===== config.mk =====
export PLATFORM = sky130hd
export DESIGN_NAME = cam_match_reader
export DESIGN_NICKNAME = d
export VERILOG_FILES = /design/src/rtl/cam_pkg.sv /design/src/rtl/cam_prio_enc.sv /design/src/rtl/cam_match_reader.sv
export SDC_FILE = /design/constraint.sdc
export NUM_CORES = 1
export LEC_CHECK = 0
export CORE_ASPECT_RATIO = 0.9
export CORE_MARGIN = 8
export CORE_UTILIZATION = 30
export CTS_BUF_LIST = sky130_fd_sc_hd__clkbuf_2
export DETAILED_ROUTE_END_ITERATION = 10
export HOLD_SLACK_MARGIN = 0.05
export PLACE_DENSITY_LB_ADDON = 0.1
export REMOVE_ABC_BUFFERS = 1
export SYNTH_ARGS = -nofsm -noshare
export SYNTH_HDL_FRONTEND = slang
export SYNTH_HIERARCHICAL = 1
export SYNTH_SLANG_ARGS = --single-unit

===== constraint.sdc =====
create_clock -name clk -period 4.07 [get_ports clk]
set_input_delay 1.0175 -clock clk [delete_from_list [all_inputs] [get_ports clk]]
set_output_delay 1.0175 -clock clk [all_outputs]
set_load 0.005 [all_outputs]

===== src/rtl/cam_pkg.sv =====
// Shared definitions for the CAM match reader: FSM state encoding and default sizes.
package cam_pkg;

  localparam int CAM_DATA_WIDTH = 8;
  localparam int CAM_DATA_DEPTH = 16;
  localparam int CAM_ADDR_WIDTH = 8;

  typedef enum logic [2:0] {
    ST_IDLE = 3'd0,
    ST_SCAN = 3'd1,
    ST_READ = 3'd2,
    ST_OUT  = 3'd3,
    ST_DONE = 3'd4
  } cam_state_t;

endpackage


===== src/rtl/cam_prio_enc.sv =====
// Lowest-set-bit priority encoder: index of the lowest set bit of i_vec plus an any-set flag.
module cam_prio_enc #(
  parameter int WIDTH = 16,
  parameter int IDX_W = (WIDTH > 1) ? $clog2(WIDTH) : 1
) (
  input  logic [WIDTH-1:0] i_vec,
  output logic [IDX_W-1:0] o_idx,
  output logic             o_any
);

  // Scan from the top down so the lowest set bit is the last one written.
  always_comb begin
    o_idx = {IDX_W{1'b0}};
    o_any = 1'b0;
    for (int i = WIDTH - 1; i >= 0; i--) begin
      o_idx = i_vec[i] ? IDX_W'(i) : o_idx;
      o_any = i_vec[i] | o_any;
    end
  end

endmodule


===== src/rtl/cam_match_reader.sv =====
// Reads out every CAM row tagged in a snapshot of tag_row, lowest index first, over a valid/ready port.
// Optional feature: define CAM_READER_COUNT_EN to build the match_count transfer counter.
module cam_match_reader
  import cam_pkg::*;
#(
  parameter int DATA_WIDTH     = CAM_DATA_WIDTH,
  parameter int DATA_DEPTH     = CAM_DATA_DEPTH,
  parameter int ADDR_WIDTH_CAM = CAM_ADDR_WIDTH
) (
  input  logic                      clk,
  input  logic                      rstIn,
  input  logic                      start,
  input  logic [DATA_DEPTH-1:0]     tag_row,
  input  logic [DATA_WIDTH-1:0]     Q_out_row,
  output logic [ADDR_WIDTH_CAM-1:0] addr_output_Row,
  output logic [DATA_WIDTH-1:0]     out_data,
  output logic [ADDR_WIDTH_CAM-1:0] out_addr,
  output logic                      out_valid,
  input  logic                      out_ready,
  output logic                      busy,
  output logic                      done,
  output logic [ADDR_WIDTH_CAM:0]   match_count
);

  localparam int IDX_W = (DATA_DEPTH > 1) ? $clog2(DATA_DEPTH) : 1;

  cam_state_t                r_state;
  cam_state_t                w_state_nxt;
  logic [DATA_DEPTH-1:0]     r_pending;
  logic [IDX_W-1:0]          r_idx;
  logic [IDX_W-1:0]          w_idx;
  logic                      w_any;
  logic [ADDR_WIDTH_CAM-1:0] r_addr_row;
  logic [DATA_WIDTH-1:0]     r_out_data;
  logic [ADDR_WIDTH_CAM-1:0] r_out_addr;
  logic                      r_out_valid;
  logic                      r_busy;
  logic                      r_done;

  cam_prio_enc #(
    .WIDTH (DATA_DEPTH),
    .IDX_W (IDX_W)
  ) u_prio_enc (
    .i_vec (r_pending),
    .o_idx (w_idx),
    .o_any (w_any)
  );

  // State register.
  always_ff @(posedge clk or posedge rstIn) begin
    if (rstIn) begin
      r_state <= ST_IDLE;
    end else begin
      r_state <= w_state_nxt;
    end
  end

  // Next-state logic; start is only looked at in IDLE and out_ready only in OUT.
  always_comb begin
    w_state_nxt = r_state;
    case (r_state)
      ST_IDLE: begin
        if (start) begin
          w_state_nxt = ST_SCAN;
        end else begin
          w_state_nxt = ST_IDLE;
        end
      end
      ST_SCAN: begin
        if (w_any) begin
          w_state_nxt = ST_READ;
        end else begin
          w_state_nxt = ST_DONE;
        end
      end
      ST_READ: w_state_nxt = ST_OUT;
      ST_OUT: begin
        if (out_ready) begin
          w_state_nxt = ST_SCAN;
        end else begin
          w_state_nxt = ST_OUT;
        end
      end
      ST_DONE: w_state_nxt = ST_IDLE;
      default: w_state_nxt = ST_IDLE;
    endcase
  end

  // Datapath: snapshot, row addressing, output capture and registered status flags.
  always_ff @(posedge clk or posedge rstIn) begin
    if (rstIn) begin
      r_pending   <= {DATA_DEPTH{1'b0}};
      r_idx       <= {IDX_W{1'b0}};
      r_addr_row  <= {ADDR_WIDTH_CAM{1'b0}};
      r_out_data  <= {DATA_WIDTH{1'b0}};
      r_out_addr  <= {ADDR_WIDTH_CAM{1'b0}};
      r_out_valid <= 1'b0;
      r_busy      <= 1'b0;
      r_done      <= 1'b0;
    end else begin
      case (r_state)
        ST_IDLE: begin
          if (start) begin
            r_pending <= tag_row;
          end
        end
        ST_SCAN: begin
          if (w_any) begin
            r_idx      <= w_idx;
            r_addr_row <= ADDR_WIDTH_CAM'(w_idx);
          end
        end
        ST_READ: begin
          r_out_data         <= Q_out_row;
          r_out_addr         <= r_addr_row;
          r_pending[r_idx]   <= 1'b0;
        end
        default: begin
        end
      endcase
      r_out_valid <= (w_state_nxt == ST_OUT);
      r_busy      <= (w_state_nxt != ST_IDLE);
      r_done      <= (w_state_nxt == ST_DONE);
    end
  end

`ifdef CAM_READER_COUNT_EN
  logic [ADDR_WIDTH_CAM:0] r_match_count;

  // Transfer counter: cleared on an accepted start, bumped on each completed handshake.
  always_ff @(posedge clk or posedge rstIn) begin
    if (rstIn) begin
      r_match_count <= {(ADDR_WIDTH_CAM+1){1'b0}};
    end else if ((r_state == ST_IDLE) && start) begin
      r_match_count <= {(ADDR_WIDTH_CAM+1){1'b0}};
    end else if ((r_state == ST_OUT) && out_ready) begin
      r_match_count <= r_match_count + {{ADDR_WIDTH_CAM{1'b0}}, 1'b1};
    end
  end

  assign match_count = r_match_count;
`else
  assign match_count = {(ADDR_WIDTH_CAM+1){1'b0}};
`endif

  assign addr_output_Row = r_addr_row;
  assign out_data        = r_out_data;
  assign out_addr        = r_out_addr;
  assign out_valid       = r_out_valid;
  assign busy            = r_busy;
  assign done            = r_done;

endmodule

==> results of run 1 <==
[cell usage after synthesis (all sizes together)]
library cell	count	area share
o22ai	1	0.0033
nand4bb	1	0.0060
nor2	9	0.018
a21oi	3	0.0080
o41ai	4	0.019
dfrtp	38	0.51
o31ai	13	0.052
nor2b	1	0.0033
inv	6	0.012
nand2b	3	0.010
or2	2	0.0067
or3b	1	0.0060
nor4b	3	0.017
nand2	27	0.054
o21ai	20	0.053
or3	1	0.0033
buf	24	0.090
conb	1	0.0020
and3	2	0.0067
and4bb	1	0.0067
nor4	2	0.010
o311a	1	0.0053
clkbuf	1	0.0020
nand3	2	0.0053
nor3	2	0.0053
a21o	1	0.0040
a31oi	2	0.0067
mux2	13	0.078
[flip-flops by register name, indices dropped and copies added (netlist names)]
| name | flops |
|---|---|
| busy | 1 |
| r_state | 3 |
| done | 1 |
| addr_output_Row | 4 |
| out_data | 8 |
| r_pending | 16 |
| out_addr | 4 |
| out_valid | 1 |
[metal layers]
layer | up-vias | track usage
li1 | 710 | -
met1 | 668 | 0.1371
met2 | 41 | 0.1610
met3 | 5 | 0.03661
met4 | 0 | 0.03778
met5 | - | 0
[stage by stage]
step                std cells  utilization
floorplan                 176            -
global placement          296       0.3848
detailed placement        296       0.3848
CTS                       304       0.3916
global route              304       0.3916
finish                    304       0.3916
[power by group through the flow]
stage	sequential, mW	clock (mW)	combinational (mW)
2_1_floorplan	0.689	0	0.406
3_3_place_gp	0.724	0	0.717
3_5_place_dp	0.726	0	0.721
4_1_cts	0.717	0.184	0.725
5_1_grt	0.747	0.197	0.792
6_report	0.716	0.175	0.706
[cell families after synthesis]
| logic type | after synthesis | synth area share |
|---|---|---|
| simple gates | 57 | 0.1586 |
| compound gates | 45 | 0.1512 |
| flops | 38 | 0.5063 |
| buf+inv | 31 | 0.1039 |
| mux | 13 | 0.07795 |
| other cells | 1 | 0.001997 |
[path summary, 6_finish.rpt]
check	cells past startpoint	end	slack, ns	start
max	1	addr_output_Row[2]	1.44	addr_output_Row[2]$_DFFE_PP0N_
min	2	out_addr[2]$_DFFE_PP0N_	0.51	out_addr[2]$_DFFE_PP0N_
max reg2reg	5	r_state[1]$_DFF_PP0_	2.06	r_pending[7]$_DFFE_PP0P_
min reg2reg	2	out_addr[2]$_DFFE_PP0N_	0.51	out_addr[2]$_DFFE_PP0N_
max in group asynchronous	3	r_pending[7]$_DFFE_PP0P_	2.72	rstIn
min in group asynchronous	3	out_addr[3]$_DFFE_PP0N_	1.00	rstIn
[tightest hold or removal path, delay by kind of cell, from the launching register on]
| family | cells | cell delay (ns) |
|---|---|---|
| flops | 1 | 0.39 |
| compound gates | 1 | 0.06 |
| simple gates | 1 | 0.04 |
[cell type report]
| cell class | count | share of cell area |
|---|---|---|
| clock buffers | 5 | 0.01051 |
| clock inverters | 3 | 0.006831 |
| inverters | 6 | 0.009459 |
| multi-input cells | 132 | 0.3363 |
| flip-flops and latches | 38 | 0.3994 |
| well taps | 72 | 0.03784 |
| repair buffers | 48 | 0.1997 |
==> qor.txt, run 1 <==
Status: finished clean
Final wirelength: 4699 µm
ANT cells: 0
Synth warn: 6
Share of cells above drive strength 1: 0.1207
Initial antenna violation count: 0
Power per cell area: 670.7 nW/µm²
Num CTS Buffers: 5
Sw Pwr: 0.6191 mW
Crit path launch type: register
Tmin final: 2.633 ns
Net Sw Frac: 0.3876
RSZ-0062 raised after global routing: no
I/O Pins: 64
Starting density of the core: 0.3088
Syn avg cell area: 10.15 µm²
Worst slack at placement: 1.734 ns
Fillers: 634
Slack of the critical path: 1.437 ns
CTS sink cnt: 38
WP data arrival: 1.62 ns
Reg clk slew, reported paths: 0.22 ns
Setup-failing EPs final: 0
Final slew viol count: 0
GR Overflow Total: 0
Finished Cell Area: 2381 µm²
First-pass GRT wire length: 7831 µm
Postcts setup bufs: 0
Drt drc: 0
DR WL met2: 2077 µm
CP Class: reg -> out
Top delay family on crit path: flip-flops
Die Y-Extent: 91.06 µm
Top Layer Used: met4
Rows: 27
Overall power: 1.597 mW
Post-DRT Antenna Nets: 0
Area of placed instances: 2340 µm²
Final weighted congestion in routability-driven placement: 0.8015
Via density: 4.684
Pre-antenna DRT Iters: 4
# hold bufs at CTS: 0
Most frequent cells in the layout: clkdlybuf4s50_1 (46), dfrtp_1 (38), nand2_1 (27)
CTS tree: done
H-tree Lvls: 2
Largest net degree at the start of global routing: 39
Clock Skews: 0.02143 ns
Met3 routed WL: 300 µm
Total GRT Usage: 0.1064
Die area: 9051 µm²
Max Cap Viol: 0
Final critical-path share of the clock period: 0.6469
LEAKAGE: 0.9780 nW
Crit-path max FO: 11
Fmax: 379.8 MHz
IO Port Bufs: 46
Synth cell types: 34
CP max stage cell: dfrtp_1
Hold Slack: 0.5142 ns
Vias in the first global route: 1528
Fin. Hold Viols: 0
Syn Inst Count: 185
Number of DRC markers in iteration 0: 55
CTS Root Cell: clkbuf_2
CP bufs+invs: 1
Synth Register Bits: 38
Die W: 99.40 µm
Power Internal: 0.9780 mW
Worst skew pair latency: 0.40 ns
DP HPWL: 3414 µm
Area growth, synth to finish: 26.78%
Worst vdd ir: 0.2144 mV
Final nets: 259
Register share of total power: 0.448
Area of the multi-input gates: 800.8 µm²
DR vias: 1424
Slowest cell delay on critical path: 0.64 ns
WL per Instance: 15.46 µm
Gate power share: 0.442
CP Cell Sequence: clkdlybuf4s50_1
Max Root-Sink Buffers: 2
Register area: 950.9 µm²
Post-Syn Area: 1878 µm²
WL met1: 2279 µm
Hold crit path type: reg -> reg
Sequential cell area fraction in the yosys report: 0.5063
Post-CTS resize count: 0
Most common cell after layout, fill and taps aside: clkdlybuf4s50_1
CP endpoint kind: output port
Part of the power in the clock network: 0.109
Sum of negative setup slack: 0 ns
Core area: 6081 µm²
Crit path required time: 3.05 ns
Note: power is estimated with default switching activity, not from simulation.
==> run 2: changes to the inputs <==
Clock period 4.07 ns to 2.69 ns, I/O delays scaled along.
==> run 2 against run 1 <==
Non-clock buffer count rose by 1. Global-route usage grew 0.071 points. Flip-flop and latch count stayed put. Critical path depth stayed put. Power is 51% higher. Clock skew fell by 0.0079 ns. Combinational power up 54%. Cell area barely moved. Via count increased by 0.35%. Wire length down 1.5%. Largest power group is now combinational cells.
==> qor.txt, run 2 (synthesis gave the netlist of run 1 again) <==
Status: finished clean
Max Cap Viol: 0 (unchanged)
Reg2reg start: r_pending[7]$_DFFE_PP0P_
First-pass GRT wire length: 7776 µm (-0.70%)
CP endpoint kind: output port
Max Root-Sink Buffers: 2 (unchanged)
Vias in the first global route: 1499 (-1.9%)
Final wirelength: 4628 µm (-1.5%)
H-tree Lvls: 2 (unchanged)
ANT cells: 0 (unchanged)
Crit-path max FO: 8 (-3)
Reg clk slew, reported paths: 0.16 ns (-0.06 ns)
Post-DRT Antenna Nets: 0 (unchanged)
GR Util met1: 0.1465 (+0.009379)
I/O Pins: 64 (unchanged)
DP HPWL: 3380 µm (-0.99%)
Starting density of the core: 0.3088 (unchanged)
Crit path launch type: register
Area of placed instances: 2347 µm² (+0.32%)
Crit path required time: 2.02 ns (-1.03 ns)
Num CTS Buffers: 5 (unchanged)
WL per Instance: 15.22 µm (-1.5%)
Power Internal: 1.495 mW (+53%)
GRT busiest layer: met2
Register share of total power: 0.446 (-0.002)
GR Util met3: 0.03661 (unchanged)
Die W: 99.40 µm (unchanged)
Area growth, synth to finish: 26.85% (about the same)
Die Y-Extent: 91.06 µm (unchanged)
Largest register FFs: 16 (unchanged)
Post-CTS resize count: 0 (unchanged)
Fin. Hold Viols: 0 (unchanged)
CP max stage cell: clkdlybuf4s50_1
CP bufs+invs: 1 (unchanged)
Final nets: 260 (+0.39%)
Biggest register: r_pending
# hold bufs at CTS: 0 (unchanged)
Postcts setup bufs: 0 (unchanged)
Most frequent cells in the layout: clkdlybuf4s50_1 (46), dfrtp_1 (38), nand2_1 (27)
CTS Root Cell: clkbuf_2
WP data arrival: 1.47 ns (-0.15 ns)
LEAKAGE: 0.9859 nW (+0.81%)
Number of DRC markers in iteration 0: 82 (+49%)
Min-delay src: out_addr[2]$_DFFE_PP0N_
Part of the power in the clock network: 0.102 (-0.007)
CP Cell Sequence: clkdlybuf4s50_1
Via density: 4.701 (+0.35%)
Core area: 6081 µm² (unchanged)
Top delay family on crit path: buffers and inverters
Worst skew pair latency: 0.38 ns (-0.02 ns)
Setup-failing EPs final: 0 (unchanged)
Initial antenna violation count: 0 (unchanged)
RSZ-0062 raised after global routing: no
Tmin final: 2.142 ns
Worst vdd ir: 0.4817 mV (+120%)
Final weighted congestion in routability-driven placement: 0.7774 (-3.0%)
Drt drc: 0 (unchanged)
CTS sink cnt: 38 (unchanged)
Power per cell area: 1011 nW/µm² (+51%)
Hold crit path type: reg -> reg
Net Sw Frac: 0.3792 (-0.008438)
Fmax: 466.8 MHz
Share of cells above drive strength 1: 0.1250 (+0.004310)
Final slew viol count: 0 (unchanged)
Slowest cell delay on critical path: 0.57 ns (-0.07 ns)
IO Port Bufs: 46 (unchanged)
Final critical-path share of the clock period: 0.7964
CP Class: reg -> out
Pre-antenna DRT Iters: 4 (unchanged)
DR vias: 1429 (+0.35%)
GR Overflow Total: 0 (unchanged)
Clock Skews: 0.01356 ns (-0.007869 ns)
Sw Pwr: 0.9129 mW (+47%)
Die area: 9051 µm² (unchanged)
CTS tree: done
Finished Cell Area: 2382 µm² (about the same)
Most common cell after layout, fill and taps aside: clkdlybuf4s50_1
Gate power share: 0.452 (+0.010)
Sum of negative setup slack: 0 ns (unchanged)
Rows: 27 (unchanged)
Largest net degree at the start of global routing: 39 (unchanged)
CP startpoint: addr_output_Row[3]$_DFFE_PP0N_
Met2 usage: 0.1504 (-0.01062)
Total GRT Usage: 0.1071 (+0.0007062)
-- run 2: power groups by stage --
stage / Clock [mW] / Sequential (mW) / Combinational [mW]
2_1_floorplan: 0 / 1.04 / 0.614
3_3_place_gp: 0 / 1.08 / 1.11
3_5_place_dp: 0 / 1.08 / 1.11
4_1_cts: 0.262 / 1.07 / 1.11
5_1_grt: 0.280 / 1.12 / 1.22
6_report: 0.245 / 1.07 / 1.09
-- run 2: stage by stage --
stage                     instances  power [mW]  utilization  setup slack (ns)  hold slack (ns)
after global placement          297       2.197       0.3860            0.7289           0.4657
after floorplan                 176       1.656            -            0.3650           0.4711
after global routing            304       2.621       0.3918            0.4400           0.5473
after CTS                       304       2.449       0.3918            0.4897           0.5076
after detailed placement        297       2.196       0.3860            0.7034           0.4677
final                           304       2.408       0.3918            0.5477           0.4990
-- run 2: worst paths after layout --
kind                       depth (start not counted)  slack [ns]                       to
min in group asynchronous                          3        0.68  out_data[0]$_DFFE_PP0N_
min reg2reg                                        2        0.50  out_addr[2]$_DFFE_PP0N_
max in group asynchronous                          3        1.67      out_valid$_DFF_PP0_
min                                                2        0.50  out_addr[2]$_DFFE_PP0N_
max reg2reg                                        5        0.71     r_state[1]$_DFF_PP0_
max                                                1        0.55       addr_output_Row[3]
-- run 2: routing by layer --
metal	routed length [µm]	up-vias	share of wire
li1	-	711	-
met1	2345	672	0.51
met2	1939	38	0.42
met3	272	8	0.059
met4	70	0	0.015
met5	0	-	0
-- run 2: layout make-up --
cell class,count,area (µm²)
Timing Repair Buffer,49,483.0
Tap cell,72,90.09
Fill cell,627,3699
Multi-Input combinational cell,132,800.8
Inverter,6,22.52
Clock buffer,7,35.03
Sequential cell,38,950.9
==> run 3: changes to the inputs <==
Clock period 2.69 ns to 2.06 ns, I/O delays scaled along.
==> run 3 against run 2 <==
Register-to-register slack got worse by 0.59 ns. Non-clock buffer count increased by 4. Critical path depth grew 4. Sequential power increased by 28%. Die area unchanged. Global-route usage down 0.13 points. First-iteration DRC count down 28%. Clock-buffer cell count down 2. Largest power group unchanged. Highest routed layer unchanged.
==> qor.txt, run 3 (synthesis gave the netlist of run 1 again) <==
Status: finished clean
LEAKAGE: 1.012 nW (+2.7%)
Final cell count without fillers: 309 (+1.6%)
CP max stage cell: dfrtp_1
Pre-antenna DRT Iters: 4 (unchanged)
Total GRT Usage: 0.1058 (-0.001310)
Overall power: 3.355 mW (+39%)
Die W: 99.40 µm (unchanged)
Max Root-Sink Buffers: 2 (unchanged)
H-tree Lvls: 2 (unchanged)
I/O Pins: 64 (unchanged)
Final critical-path share of the clock period: 0.9417
CTS Root Cell: clkbuf_2
CP Cell Sequence: nor4_2, nand3_1, or3_1, and4bb_2, mux2_2
Share of cells above drive strength 1: 0.1519 (+0.02690)
Worst vdd ir: 0.4956 mV (+2.9%)
GR Overflow Total: 0 (unchanged)
WP data arrival: 2.24 ns (+0.77 ns)
Crit path required time: 2.36 ns (+0.34 ns)
Hold crit path type: in -> async
Worst slack at placement: 0.1352 ns (-0.5682 ns)
Final wirelength: 4678 µm (+1.1%)
Crit path launch type: register
R2R Setup Slk: 0.12 ns (-0.59 ns)
Power per cell area: 1363 nW/µm² (+35%)
Area of placed instances: 2390 µm² (+1.8%)
Area growth, synth to finish: 31.11%
Final weighted congestion in routability-driven placement: 0.8016 (+3.1%)
Final slew viol count: 0 (unchanged)
Final nets: 264 (+1.5%)
R2R cell count: 5 (unchanged)
DP Cell Count: 301 (+1.3%)
Biggest register: r_pending
CP Class: reg -> reg
Reg2reg start: r_pending[7]$_DFFE_PP0P_
Post-DRT Antenna Nets: 0 (unchanged)
Number of DRC markers in iteration 0: 59 (-28%)
Rows: 27 (unchanged)
Tmin final: 1.940 ns
DP HPWL: 3470 µm (+2.7%)
DR vias: 1462 (+2.3%)
Hold Slack: 0.3814 ns (-0.1176 ns)
Slowest cell delay on critical path: 0.46 ns (-0.11 ns)
Reg clk slew, reported paths: 0.22 ns (+0.06 ns)
Num CTS Buffers: 5 (unchanged)
CP startpoint: r_pending[7]$_DFFE_PP0P_
Crit-path max FO: 6 (-2)
Postcts setup bufs: 0 (unchanged)
WL met1: 2376 µm (+1.3%)
Die area: 9051 µm² (unchanged)
CTS tree: done
Crit Reg-Reg Endpoint: addr_output_Row[1]$_DFFE_PP0N_
ANT cells: 0 (unchanged)
WL per Instance: 15.14 µm (-0.56%)
Fmax: 515.5 MHz
Met3 routed WL: 225 µm (-17%)
Largest net degree at the start of global routing: 30 (-23%)
RSZ-0062 raised after global routing: no
Worst skew pair latency: 0.40 ns (+0.02 ns)
Core area: 6081 µm² (unchanged)
Fin. Hold Viols: 0 (unchanged)
Vias in the first global route: 1479 (-1.3%)
Finished Cell Area: 2462 µm² (+3.4%)
Drt drc: 0 (unchanged)
Largest register FFs: 16 (unchanged)
CP endpoint kind: register
Initial antenna violation count: 0 (unchanged)
Most common cell after layout, fill and taps aside: clkdlybuf4s50_1
Util after Layout: 0.4049 (+0.01317)
First-pass GRT wire length: 7665 µm (-1.4%)
Via density: 4.731 (+0.65%)
Die Y-Extent: 91.06 µm (unchanged)
Setup-failing EPs final: 0 (unchanged)
IO Port Bufs: 46 (unchanged)
DR WL met2: 2034 µm (+4.9%)
Clock Skews: 0.02062 ns (+0.007057 ns)
CTS sink cnt: 38 (unchanged)
Worst setup path end: addr_output_Row[1]$_DFFE_PP0N_
Slack of the critical path: 0.1201 ns (-0.4276 ns)
Max Cap Viol: 0 (unchanged)
Most frequent cells in the layout: clkdlybuf4s50_1 (46), dfrtp_1 (36), nand2_1 (27)
Sum of negative setup slack: 0 ns (unchanged)
Top Layer Used: met4
Starting density of the core: 0.3088 (unchanged)
==> run 3: cell count changes in the layout (fill, tap and decap cells not counted), sizes merged <==
cell      previous run  this run
bufinv               0         1
clkbuf               7         5
buf                  3         7
clkinvlp             0         2
==> run 3: critical path, delay by kind of cell (launching register included) <==
family	cells	cell delay (ns)
and+or+nand+nor	4	1.10
DFF	1	0.46
muxes	1	0.28
==> run 3: layout make-up <==
| cell class | instances | area, µm² |
|---|---|---|
| fill | 623 | 3618 |
| timing repair buffer | 53 | 525.5 |
| clock buffer | 5 | 25.02 |
| multi-input combinational | 132 | 800.8 |
| inverter | 6 | 22.52 |
| clock inverter | 3 | 45.04 |
| sequential | 38 | 953.4 |
| tap | 72 | 90.09 |
==> run 3: how the worst min path moves through the flow <==
| stage | start | endpoint | slack, ns | cells after the start |
|---|---|---|---|---|
| floorplan | out_addr[3]$_DFFE_PP0N_ | out_addr[3]$_DFFE_PP0N_ | 0.47 | 2 |
| global placement | out_addr[3]$_DFFE_PP0N_ | out_addr[3]$_DFFE_PP0N_ | 0.46 | 2 |
| detailed placement | out_addr[3]$_DFFE_PP0N_ | out_addr[3]$_DFFE_PP0N_ | 0.47 | 2 |
| CTS | rstIn | addr_output_Row[2]$_DFFE_PP0N_ | 0.35 | 3 |
| global route | rstIn | addr_output_Row[2]$_DFFE_PP0N_ | 0.39 | 3 |
| finish | rstIn | out_data[3]$_DFFE_PP0N_ | 0.38 | 3 |
==> run 3: what timing repair did <==
item / CTS / global route
endpoints found under the setup margin: 0 / 2
resized for setup: 0 / 2
hold endpoints to repair: 0 / 0
hold buffers: 0 / 0
==> run 3: per-layer routing <==
| layer | GRT usage | up-vias |
|---|---|---|
| li1 | - | 717 |
| met1 | 0.1446 | 701 |
| met2 | 0.1554 | 39 |
| met3 | 0.03127 | 5 |
| met4 | 0.03401 | 0 |
| met5 | 0 | - |
==> run 3: where the power goes <==
part	total [mW]	internal, mW	switching [mW]
clock	0.468	0.204	0.264
combinational	1.52	0.829	0.688
sequential	1.37	1.08	0.289
total	3.36	2.11	1.24
